<file path="config.mk">
export PLATFORM = sky130hd
export DESIGN_NAME = pipeline_hazard_ctrl
export DESIGN_NICKNAME = d
export VERILOG_FILES = /design/src/rtl/pipeline_hazard_ctrl.sv
export SDC_FILE = /design/constraint.sdc
export NUM_CORES = 1
export LEC_CHECK = 0
export BUFFER_PORTS_ARGS = -buffer_cell sky130_fd_sc_hd__buf_4
export CAP_MARGIN = 30
export CORE_AREA = 2 2 73 75
export CTS_BUF_LIST = sky130_fd_sc_hd__clkbuf_4 sky130_fd_sc_hd__clkbuf_8 sky130_fd_sc_hd__clkbuf_16
export DETAILED_ROUTE_END_ITERATION = 7
export DIE_AREA = 0 0 75 77
export PLACE_DENSITY = 0.48
export SLEW_MARGIN = 20
export SYNTH_ARGS = -nofsm -noshare
export SYNTH_HDL_FRONTEND = slang
export SYNTH_SLANG_ARGS = --single-unit
</file>
<file path="constraint.sdc">
create_clock -name CLK -period 2.83 [get_ports CLK]
set_input_delay 0.566 -clock CLK [delete_from_list [all_inputs] [get_ports CLK]]
set_output_delay 0.566 -clock CLK [all_outputs]
set_load 0.1 [all_outputs]
</file>
<file path="src/rtl/pipeline_hazard_ctrl.sv">
// pipeline_hazard_ctrl
//   Stall/flush controller for a five-stage in-order pipeline. It resolves
//   load-use hazards (with a configurable number of stall cycles), branch
//   redirects resolved in execute, and memory-stage wait states. The
//   stall/flush outputs are Mealy outputs of the current state and the inputs.
//
// Parameters
//   REGISTER  register-index width
//   LOAD_LAT  stall cycles per load-use hazard (1..7)
//
// Ports
//   CLK, RST_N      clock, asynchronous active-low reset
//   RsD, RtD        decode-stage source registers
//   UsesRtD         decode instruction reads RtD
//   MemReadE        execute-stage instruction is a load
//   WriteRegE       execute-stage destination register
//   BranchTakenE    redirect resolved in execute
//   MemReqM         memory-stage access in progress
//   MemReadyM       memory-stage access completes this cycle
//   StallF/D/E      hold PC / decode / IF-EX register
//   FlushD/E        clear decode / bubble into IF-EX register
//   State           RUN=00, LOAD_STALL=01, MEM_WAIT=10
//   StallCount      saturating count of cycles with StallF=1
module pipeline_hazard_ctrl #(
  parameter int REGISTER = 6,
  parameter int LOAD_LAT = 1
) (
  input  logic                CLK,
  input  logic                RST_N,
  input  logic [REGISTER-1:0] RsD,
  input  logic [REGISTER-1:0] RtD,
  input  logic                UsesRtD,
  input  logic                MemReadE,
  input  logic [REGISTER-1:0] WriteRegE,
  input  logic                BranchTakenE,
  input  logic                MemReqM,
  input  logic                MemReadyM,
  output logic                StallF,
  output logic                StallD,
  output logic                StallE,
  output logic                FlushD,
  output logic                FlushE,
  output logic [1:0]          State,
  output logic [15:0]         StallCount
);

  typedef enum logic [1:0] {
    RUN        = 2'b00,
    LOAD_STALL = 2'b01,
    MEM_WAIT   = 2'b10,
    ILLEGAL    = 2'b11
  } state_t;

  // {StallF, StallD, StallE, FlushD, FlushE}
  localparam logic [4:0] PAT_IDLE   = 5'b00000;
  localparam logic [4:0] PAT_FREEZE = 5'b11100;
  localparam logic [4:0] PAT_LOAD   = 5'b11001;
  localparam logic [4:0] PAT_BRANCH = 5'b00011;

  localparam logic [2:0] LAT_M1 = 3'(LOAD_LAT - 1);

  state_t     state, state_nxt;
  state_t     ret, ret_nxt;
  logic [2:0] cnt, cnt_nxt;
  logic [4:0] pat;
  logic       freeze;
  logic       hazard;

  assign freeze = MemReqM & ~MemReadyM;
  assign hazard = MemReadE & (WriteRegE != '0) &
                  ((WriteRegE == RsD) | (UsesRtD & (WriteRegE == RtD)));

  always_comb begin
    pat       = PAT_IDLE;
    state_nxt = state;
    ret_nxt   = ret;
    cnt_nxt   = cnt;
    case (state)
      RUN: begin
        if (freeze) begin
          pat       = PAT_FREEZE;
          state_nxt = MEM_WAIT;
          ret_nxt   = RUN;
        end else if (BranchTakenE) begin
          pat = PAT_BRANCH;
        end else if (hazard) begin
          pat = PAT_LOAD;
          // A single-cycle stall is fully covered by this cycle.
          if (LOAD_LAT > 1) begin
            state_nxt = LOAD_STALL;
            cnt_nxt   = LAT_M1;
          end
        end
      end
      LOAD_STALL: begin
        if (freeze) begin
          pat       = PAT_FREEZE;
          state_nxt = MEM_WAIT;
          ret_nxt   = LOAD_STALL;
        end else begin
          pat = PAT_LOAD;
          if (cnt == 3'd1) state_nxt = RUN;
          else             cnt_nxt   = cnt - 3'd1;
        end
      end
      MEM_WAIT: begin
        if (!MemReadyM) begin
          pat = PAT_FREEZE;
        end else if (ret == LOAD_STALL) begin
          // Completing access consumes one of the remaining load-stall cycles.
          pat = PAT_LOAD;
          if (cnt == 3'd1) state_nxt = RUN;
          else begin
            state_nxt = LOAD_STALL;
            cnt_nxt   = cnt - 3'd1;
          end
        end else begin
          state_nxt = RUN;
        end
      end
      default: begin
        state_nxt = RUN;
      end
    endcase
    // Outputs are quiet while reset is held, whatever the inputs do.
    if (!RST_N) pat = PAT_IDLE;
  end

  always_ff @(posedge CLK or negedge RST_N) begin
    if (!RST_N) begin
      state      <= RUN;
      ret        <= RUN;
      cnt        <= '0;
      StallCount <= '0;
    end else begin
      state <= state_nxt;
      ret   <= ret_nxt;
      cnt   <= cnt_nxt;
      if (pat[4] && (StallCount != '1)) StallCount <= StallCount + 16'd1;
    end
  end

  assign {StallF, StallD, StallE, FlushD, FlushE} = pat;
  assign State = state;

endmodule

</file>
==> results of run 1 <==
[placed cells by master (no fill, tap or decap), types with 3 or more instances in the layout]
master                      n
sky130_fd_sc_hd__nand3_1    5
sky130_fd_sc_hd__nor2_1     5
sky130_fd_sc_hd__o21ai_0    3
sky130_fd_sc_hd__nand4_1    7
sky130_fd_sc_hd__ha_1       7
sky130_fd_sc_hd__clkbuf_8   3
sky130_fd_sc_hd__xor2_1    15
sky130_fd_sc_hd__nand2_1   17
sky130_fd_sc_hd__dfrtp_1   20
sky130_fd_sc_hd__xnor2_1   14
sky130_fd_sc_hd__nor3_1     7
sky130_fd_sc_hd__buf_4     52
sky130_fd_sc_hd__a21oi_1    5
sky130_fd_sc_hd__nand2b_1   3
sky130_fd_sc_hd__inv_1      7
[sequential cells by signal, summed over array words and instances (netlist names)]
register    count
StallCount     16
cnt             3
State           2
ret             1
[power breakdown]
group | internal [mW] | leakage [nW] | switching (mW)
Sequential | 0.390 | 0.283 | 0.0747
Combinational | 0.254 | 0.622 | 0.638
Clock | 0.189 | 0.0357 | 0.105
Total | 0.833 | 0.941 | 0.817
[per-layer routing]
| metal | part of all wire, % | vias to the layer above | global-route usage (%) |
|---|---|---|---|
| met5 | 0 | - | 0 |
| met4 | 0.38 | 0 | 2.32 |
| met3 | 3.6 | 2 | 3.15 |
| met2 | 50 | 25 | 20.9 |
| met1 | 46 | 602 | 16.0 |
| li1 | - | 617 | - |
[cells by family (layout without fill, tap and decap cells)]
| kind of cell | Yosys count | after routing | synth area share (%) |
|---|---|---|---|
| buffers and inverters | 11 | 64 | 3.79 |
| adders and majority gates | 7 | 7 | 6.17 |
| xor gates and xnor gates | 29 | 29 | 17.9 |
| and+or+nand+nor | 61 | 61 | 23.8 |
| muxes | 1 | 1 | 1.06 |
| AOI/OAI and AO/OA | 17 | 17 | 8.55 |
| DFF | 22 | 22 | 38.8 |
[how the worst max path moves through the flow]
stage / from / endpoint / slack (ps)
after floorplan: WriteRegE[0] / StallF / -290
after global placement: WriteRegE[2] / FlushE / 90
after detailed placement: WriteRegE[3] / FlushE / 100
after CTS: WriteRegE[3] / FlushE / 90
after global routing: WriteRegE[5] / FlushE / 40
final: WriteRegE[3] / FlushE / 100
[worst max-delay path: stages]
cell	delay (ps)
sky130_fd_sc_hd__buf_4	120
sky130_fd_sc_hd__xnor2_1	160
sky130_fd_sc_hd__nand4_1	110
sky130_fd_sc_hd__o22ai_1	200
sky130_fd_sc_hd__a21oi_1	90
sky130_fd_sc_hd__or3b_2	470
sky130_fd_sc_hd__a31oi_4	130
sky130_fd_sc_hd__buf_4	300
[layout make-up]
| type | count | area, um^2 | share of cell area [%] |
|---|---|---|---|
| clock buffers | 3 | 41.3 | 2.07 |
| repair buffers | 52 | 390 | 19.5 |
| well taps | 70 | 87.6 | 4.38 |
| clock inverters | 1 | 30.0 | 1.50 |
| multi-input cells | 115 | 858 | 42.9 |
| inverters | 8 | 33.8 | 1.69 |
| flip-flops and latches | 22 | 558 | 27.9 |
==> impl_metrics.json, run 1 <==
{
  "yosys_register_bits": 22,
  "h_tree_levels": 1,
  "globalRouteOverflowTotal": 0,
  "portBuffers": 47,
  "vias_in_the_first_global_route": 1305,
  "route.detailed.vias_per_inst": 4.60,
  "fin_ws_ps": 104,
  "synth_flop_cell": "sky130_fd_sc_hd__dfrtp_1",
  "placed_cells": 267,
  "finalCoreUtilization_pct": 40.2,
  "drc_errors": 0,
  "drt-pass1-iter-count": 4,
  "crit_share_post_route_pct": 96.3,
  "diodes": 0,
  "tritoncts": "yes",
  "required_ps": 2260,
  "r2r_slack_ps": 550,
  "final_worst_clock_skew_ps": 4.16,
  "layout.filler_cells": 501,
  "area_of_placed_instances_um2": 1930,
  "run_status": "finished clean",
  "synth_cell_type_count": 37,
  "timing_worst_setup_path_type": "primary input to output port",
  "hold_class": "primary input to asynchronous set/reset pin",
  "cts_inserted_buffers": 3,
  "holdBufCountCts": 0,
  "cts_sinks": 22,
  "cts.repair.resized": 0,
  "largest_net_degree_at_the_start_of_global_routing": 23,
  "synth_area_per_cell_um2": 9.60,
  "tightest_slew_ps": 518,
  "layoutNonFillerInstCount": 271,
  "crit_path_max_fanout": 3,
  "totalPowerFinal_mw": 1.65,
  "place_worst_setup_slack_ps": 96.6,
  "die_y_um": 77,
  "finalWorstPathRequiredPeriod_ps": 2730,
  "dp_hpwl_um": 2660,
  "final_layout_size_suffix_gt1_share_pct": 33.8,
  "max_slew_violation_total_from_the_final_report": 0,
  "ioPinCount": 48,
  "totalWireLength_um": 3390,
  "async_reset_ff_share_pct": 100,
  "layout-area-overhead-vs-synth_pct": 40.8,
  "cts_setup_buffers": 0,
  "peakVddDrop_mv": 0.553,
  "dieArea_um2": 5780,
  "track_usage_pct": 12.5,
  "synthMostInstantiatedCell": "sky130_fd_sc_hd__dfrtp_1",
  "power.static_leakage_nw": 0.941,
  "yosys.area.top_type_share_pct": 38.8,
  "rows": 26,
  "worst_skew_pair.late_latency_ps": 260,
  "synth_area_leader_cell": "sky130_fd_sc_hd__dfrtp_1",
  "cp_data_arrival_time_ps": 2160,
  "fp.dieW_um": 75,
  "powerDensity_nw_per_um2": 825,
  "ff2ff_path_depth": 7,
  "antenna_violations_before_repair": 0,
  "core_area_um2": 4980,
  "hold_slack_ps": 279,
  "initial_utilization_pct": 28.5,
  "highest_attainable_clock_frequency_ghz": 0.367,
  "rsz_0062_raised_after_global_routing": "false",
  "finish.net_count": 234,
  "worst_setup_hold_path_clk_slew_ps": 80,
  "launching_element_type_of_the_critical_path": "primary input",
  "synth_top_cells_by_count": "sky130_fd_sc_hd__dfrtp_1 (22), sky130_fd_sc_hd__nand2_1 (17), sky130_fd_sc_hd__xor2_1 (15), sky130_fd_sc_hd__xnor2_1 (14), sky130_fd_sc_hd__inv_1 (8)",
  "finalWeightedCongestion": 0.858,
  "synth.net_count": 180,
  "antenna_left": 0,
  "detail_route.wl_per_cell_um": 12.5,
  "max_transition_margin_pct": 65.4,
  "timing.setup.tns_ps": 0,
  "maxCapViolations": 0,
  "hold_viol_final": 0,
  "synthTopCellsByArea": "sky130_fd_sc_hd__dfrtp_1 (39%), sky130_fd_sc_hd__xor2_1 (9.3%), sky130_fd_sc_hd__xnor2_1 (8.6%)",
  "synthesis.area_um2": 1420,
  "setup_viol": 0,
  "clock_path_buffers": 2,
  "route.vias.total": 1246,
  "seq_area_frac_synth_pct": 38.8,
  "clock_tree.root_cell": "sky130_fd_sc_hd__clkbuf_8",
  "timing.rr.start": "State[0]",
  "reg2reg_to": "StallCount[15]",
  "synthCells": 148,
  "final_design_area_no_fill_um2": 2000,
  "initialDrtViolationCount": 30,
  "synth-edff-count": 0,
  "yosys_warnings": 0,
  "timing.critical_path.to_type": "output port",
  "wire_length_of_the_first_global_routing_pass_um": 5730
}
(Power assumes the default switching activity.)
==> inputs of run 2 (changes only) <==
CELL_PAD_IN_SITES_DETAIL_PLACEMENT = 0   (was default)
CELL_PAD_IN_SITES_GLOBAL_PLACEMENT = 1   (was default)
PLACE_DENSITY = 0.62   (was 0.48)
==> impl_metrics.json, run 2 (synthesis gave the netlist of run 1 again) <==
{
  "crit_path_max_fanout": 3,
  "dp_hpwl_um": 2690,
  "worst_path_max_delay_cell": "sky130_fd_sc_hd__or3b_2",
  "ff2ff_path_depth": 7,
  "critical-path-top-delay-family": "simple AND/OR/NAND/NOR gates",
  "totalWireLength_um": 3370,
  "required_ps": 2260,
  "setup_viol": 0,
  "core_area_um2": 4980,
  "clock_path_buffers": 2,
  "layoutNonFillerInstCount": 271,
  "rows": 26,
  "final_common_cell": "sky130_fd_sc_hd__buf_4",
  "route.detailed.vias_per_inst": 4.59,
  "run_status": "finished clean",
  "layout.filler_cells": 513,
  "wire_length_of_the_first_global_routing_pass_um": 5780,
  "finalWeightedCongestion": 0.855,
  "placed_cells": 267,
  "dieArea_um2": 5780,
  "detail_route.wl_per_cell_um": 12.4,
  "max_transition_margin_pct": 60.7,
  "max_slew_violation_total_from_the_final_report": 0,
  "power.static_leakage_nw": 0.934,
  "peakVddDrop_mv": 0.471,
  "critical_path_depth": 8,
  "initial_utilization_pct": 28.5,
  "worst_setup_hold_path_clk_slew_ps": 80,
  "antenna_left": 0,
  "critPathCapture": "FlushE",
  "powerDensity_nw_per_um2": 798,
  "critical_path_source": "WriteRegE[5]",
  "finish.net_count": 234,
  "cp_num_buf_inv": 2,
  "cp_data_arrival_time_ps": 2170,
  "r2r_slack_ps": 560,
  "vias_in_the_first_global_route": 1274,
  "drc_errors": 0,
  "clock_tree.root_cell": "sky130_fd_sc_hd__clkbuf_8",
  "antenna_violations_before_repair": 0,
  "cts_inserted_buffers": 3,
  "reg2reg_to": "StallCount[4]",
  "timing.rr.start": "State[0]",
  "route.vias.total": 1245,
  "diodes": 0,
  "h_tree_levels": 1,
  "fp.dieW_um": 75,
  "tightest_slew_ps": 588,
  "drt-pass1-iter-count": 4,
  "portBuffers": 47,
  "final_layout_size_suffix_gt1_share_pct": 33.8,
  "maxCapViolations": 0,
  "finalWorstPathRequiredPeriod_ps": 2740,
  "cts.repair.resized": 0,
  "multi_input_area_um2": 858,
  "track_usage_pct": 12.5,
  "finalCoreUtilization_pct": 39.8,
  "crit_path_max_incr_delay_ps": 480,
  "layout-area-overhead-vs-synth_pct": 39.6,
  "highest_attainable_clock_frequency_ghz": 0.365,
  "hold_viol_final": 0,
  "initialDrtViolationCount": 16,
  "largest_register_ffs": 16,
  "holdBufCountCts": 0,
  "tritoncts": "yes",
  "register_cell_area_after_layout_um2": 558,
  "die_y_um": 77,
  "ioPinCount": 48,
  "worst_skew_pair.late_latency_ps": 260,
  "final_worst_clock_skew_ps": 3.21,
  "crit_share_post_route_pct": 96.8,
  "critical-path-top-cell-by-count": "sky130_fd_sc_hd__buf_4",
  "timing_worst_setup_path_type": "primary input to output port",
  "rsz_0062_raised_after_global_routing": "false",
  "launching_element_type_of_the_critical_path": "primary input",
  "crit_path_cell_trace": "buf_4 > xnor2_1 > nand3_1 > o22ai_1 > a21oi_1 > or3b_2 > a31oi_4 > buf_4",
  "cts_sinks": 22,
  "cts_setup_buffers": 0,
  "timing.critical_path.to_type": "output port",
  "globalRouteOverflowTotal": 0,
  "hold_class": "primary input to asynchronous set/reset pin",
  "largest_net_degree_at_the_start_of_global_routing": 23,
  "top_register": "StallCount",
  "layout_common_cells": "sky130_fd_sc_hd__buf_4 (52), sky130_fd_sc_hd__dfrtp_1 (20), sky130_fd_sc_hd__nand2_1 (17)"
}
==> run 2: worst min-delay path by stage <==
stage	from	end
floorplan	RST_N	StallCount[0]
global route	RST_N	StallCount[8]
finish	RST_N	StallCount[7]
CTS	RST_N	StallCount[7]
global placement	cnt[2]	cnt[2]
detailed placement	cnt[2]	cnt[2]
==> run 2: final cells by class <==
class,count,area share (%)
Tap cell,70,4.42
Multi-Input combinational cell,115,43.3
Inverter,8,1.70
Clock buffer,4,2.78
Sequential cell,22,28.1
Timing Repair Buffer,52,19.7
==> run 2: routing by layer <==
layer	GRT usage, %	wire length, um	share of wire (%)
met1	16.5	1500	44
met2	20.5	1690	50
met3	2.37	148	4.4
met4	3.57	27	0.80
met5	0	0	0
==> run 2: worst register-to-register path: stages (launching register included) <==
cell and delay [ps]:
sky130_fd_sc_hd__dfrtp_4 500, sky130_fd_sc_hd__inv_1 90, sky130_fd_sc_hd__ha_1 300, sky130_fd_sc_hd__nor3b_1 360
sky130_fd_sc_hd__a31oi_4 160, sky130_fd_sc_hd__buf_4 220, sky130_fd_sc_hd__nor4b_1 390, sky130_fd_sc_hd__xor2_1 180
==> run 2: power breakdown <==
part / leakage [nW] / switching [mW] / total (mW) / internal (mW)
Clock: 0.0288 / 0.0978 / 0.222 / 0.124
Sequential: 0.283 / 0.0705 / 0.460 / 0.390
Combinational: 0.622 / 0.645 / 0.901 / 0.256
==> run 2: per-stage QoR <==
step	hold slack (ps)	setup slack [ps]	total power, mW	setup TNS, ps	area (um^2)
floorplan	270	-290	1.17	-342	1480
global placement	455	96.2	1.36	0	1930
detailed placement	454	87.2	1.37	0	1930
CTS	302	74.4	1.61	0	1980
global route	311	11.0	1.69	0	1980
finish	299	90.5	1.58	0	1980
==> inputs of run 3 (changes only) <==
CORE_AREA = 10 10 81 83   (was 2 2 73 75)
DIE_AREA = 0 0 91 93   (was 0 0 75 77)
==> impl_metrics.json, run 3 (synthesis gave the netlist of run 1 again) <==
{
  "max_slew_violation_total_from_the_final_report": 0,
  "initialDrtViolationCount": 57,
  "powerDensity_nw_per_um2": 795,
  "clock_path_buffers": 2,
  "power.static_leakage_nw": 0.935,
  "finalWorstPathRequiredPeriod_ps": 2700,
  "track_usage_pct": 8.76,
  "drt-pass1-iter-count": 4,
  "required_ps": 2260,
  "route.vias.total": 1226,
  "tritoncts": "yes",
  "clock_tree.root_cell": "sky130_fd_sc_hd__clkbuf_8",
  "final_common_cell": "sky130_fd_sc_hd__buf_4",
  "route.detailed.vias_per_inst": 4.52,
  "antenna_violations_before_repair": 0,
  "run_status": "finished clean",
  "portBuffers": 47,
  "total_switching_power_uw": 824,
  "cellInternalPower_uw": 759,
  "layout_common_cells": "sky130_fd_sc_hd__buf_4 (51), sky130_fd_sc_hd__dfrtp_1 (20), sky130_fd_sc_hd__nand2_1 (17)",
  "timing.critical_path.to_type": "output port",
  "top_register": "StallCount",
  "maxCapViolations": 0,
  "finish.net_count": 234,
  "core_area_um2": 5010,
  "ioPinCount": 48,
  "cts_setup_buffers": 0,
  "h_tree_levels": 1,
  "share_clk_of_total_power_pct": 13.3,
  "rsz_0062_raised_after_global_routing": "false",
  "hold_viol_final": 0,
  "largest_register_ffs": 16,
  "sequential_fraction_of_design_power_pct": 29.3,
  "layout-area-overhead-vs-synth_pct": 40.2,
  "crit_share_post_route_pct": 95.5,
  "max_transition_margin_pct": 66.7,
  "totalWireLength_um": 3770,
  "layout.filler_cells": 524,
  "globalRouteOverflowTotal": 0,
  "vias_in_the_first_global_route": 1285,
  "cts_sinks": 22,
  "final_worst_clock_skew_ps": 1.18,
  "initial_utilization_pct": 28.3,
  "setup_viol": 0,
  "launching_element_type_of_the_critical_path": "primary input",
  "drc_errors": 0,
  "crit_path_max_fanout": 3,
  "fp.dieW_um": 91,
  "finalCoreUtilization_pct": 39.7,
  "cts_inserted_buffers": 3,
  "diodes": 0,
  "finalWeightedCongestion": 0.803,
  "timing_worst_setup_path_type": "primary input to output port",
  "highest_attainable_clock_frequency_ghz": 0.370,
  "antenna_left": 0,
  "dp_hpwl_um": 3070,
  "largest_net_degree_at_the_start_of_global_routing": 23,
  "final_design_area_no_fill_um2": 1990,
  "detail_route.wl_per_cell_um": 13.9,
  "tightest_slew_ps": 498,
  "worst_setup_hold_path_clk_slew_ps": 80,
  "die_y_um": 93,
  "hold_class": "primary input to asynchronous set/reset pin",
  "cp_data_arrival_time_ps": 2140,
  "peakVddDrop_mv": 0.622,
  "totalPowerFinal_mw": 1.58,
  "wire_length_of_the_first_global_routing_pass_um": 6280,
  "power.switching_fraction_pct": 52.0,
  "power.combinational.fraction_pct": 57.4,
  "rows": 26,
  "dieArea_um2": 8460,
  "final_layout_size_suffix_gt1_share_pct": 34.3,
  "area_of_placed_instances_um2": 1930,
  "worst_skew_pair.late_latency_ps": 260
}
[run 3: cell types whose count changed in the layout (fill, tap and decap cells not counted)]
cell / before / now
sky130_fd_sc_hd__buf_8: 0 / 1
sky130_fd_sc_hd__o22ai_2: 0 / 1
sky130_fd_sc_hd__clkbuf_8: 4 / 3
sky130_fd_sc_hd__buf_4: 52 / 51
sky130_fd_sc_hd__clkbuf_4: 0 / 1
sky130_fd_sc_hd__o22ai_1: 2 / 1
[run 3: worst max-delay path, stage by stage]
cell	delay, ps
sky130_fd_sc_hd__buf_4	120
sky130_fd_sc_hd__xnor2_1	190
sky130_fd_sc_hd__nand4_1	140
sky130_fd_sc_hd__o22ai_2	190
sky130_fd_sc_hd__a21oi_1	80
sky130_fd_sc_hd__or3b_2	470
sky130_fd_sc_hd__a31oi_4	160
sky130_fd_sc_hd__buf_8	210
[run 3: worst paths after layout]
kind	endpoint	slack, ps	depth (start not counted)	startpoint
setup reg to reg	StallCount[4]	570	7	State[0]
min in group CLK	cnt[2]	460	1	cnt[2]
hold / removal	StallCount[5]	280	2	RST_N
max in group asynchronous	State[0]	2310	2	RST_N
setup / recovery	FlushE	130	8	WriteRegE[4]
hold reg to reg	cnt[2]	460	1	cnt[2]
[run 3: per-layer routing]
metal | vias up | part of all wire, % | global-route usage (%) | wire [um]
li1 | 617 | - | - | -
met1 | 568 | 48 | 11.4 | 1800
met2 | 37 | 46 | 14.1 | 1720
met3 | 4 | 5.7 | 2.32 | 213
met4 | 0 | 0.72 | 2.35 | 27
met5 | - | 0 | 0 | 0
[run 3: power groups by stage]
stage / Combinational [mW] / Clock (mW) / Sequential (mW)
finish: 0.908 / 0.211 / 0.463
global route: 0.967 / 0.235 / 0.479
CTS: 0.915 / 0.221 / 0.464
detailed placement: 0.912 / 0 / 0.472
global placement: 0.897 / 0 / 0.462
floorplan: 0.392 / 0 / 0.780
[run 3: area by class of cell]
cell class              count  area (um^2)  share of cell area (%)
clock buffers               4         48.8                    2.45
inverters                   8         33.8                    1.70
multi-input cells         115          865                    43.4
flip-flops and latches     22          558                    28.0
well taps                  70         87.6                    4.40
repair buffers             52          398                    20.0
[run 3: stage by stage]
step           std cells  TNS [ps]  worst slack (ps)  hold slack [ps]
2_1_floorplan        148      -342              -290              270
3_3_place_gp         267         0              69.3              448
3_5_place_dp         267         0              36.4              448
4_1_cts              271         0              28.0              292
5_1_grt              271         0              46.5              308
6_report             271         0               127              282
[run 3: what timing repair did]
item | CTS | global route
endpoints found under the hold margin | 0 | 0
hold buffers | 0 | 0
endpoints found under the setup margin | 0 | 1
resized for setup | 0 | 3
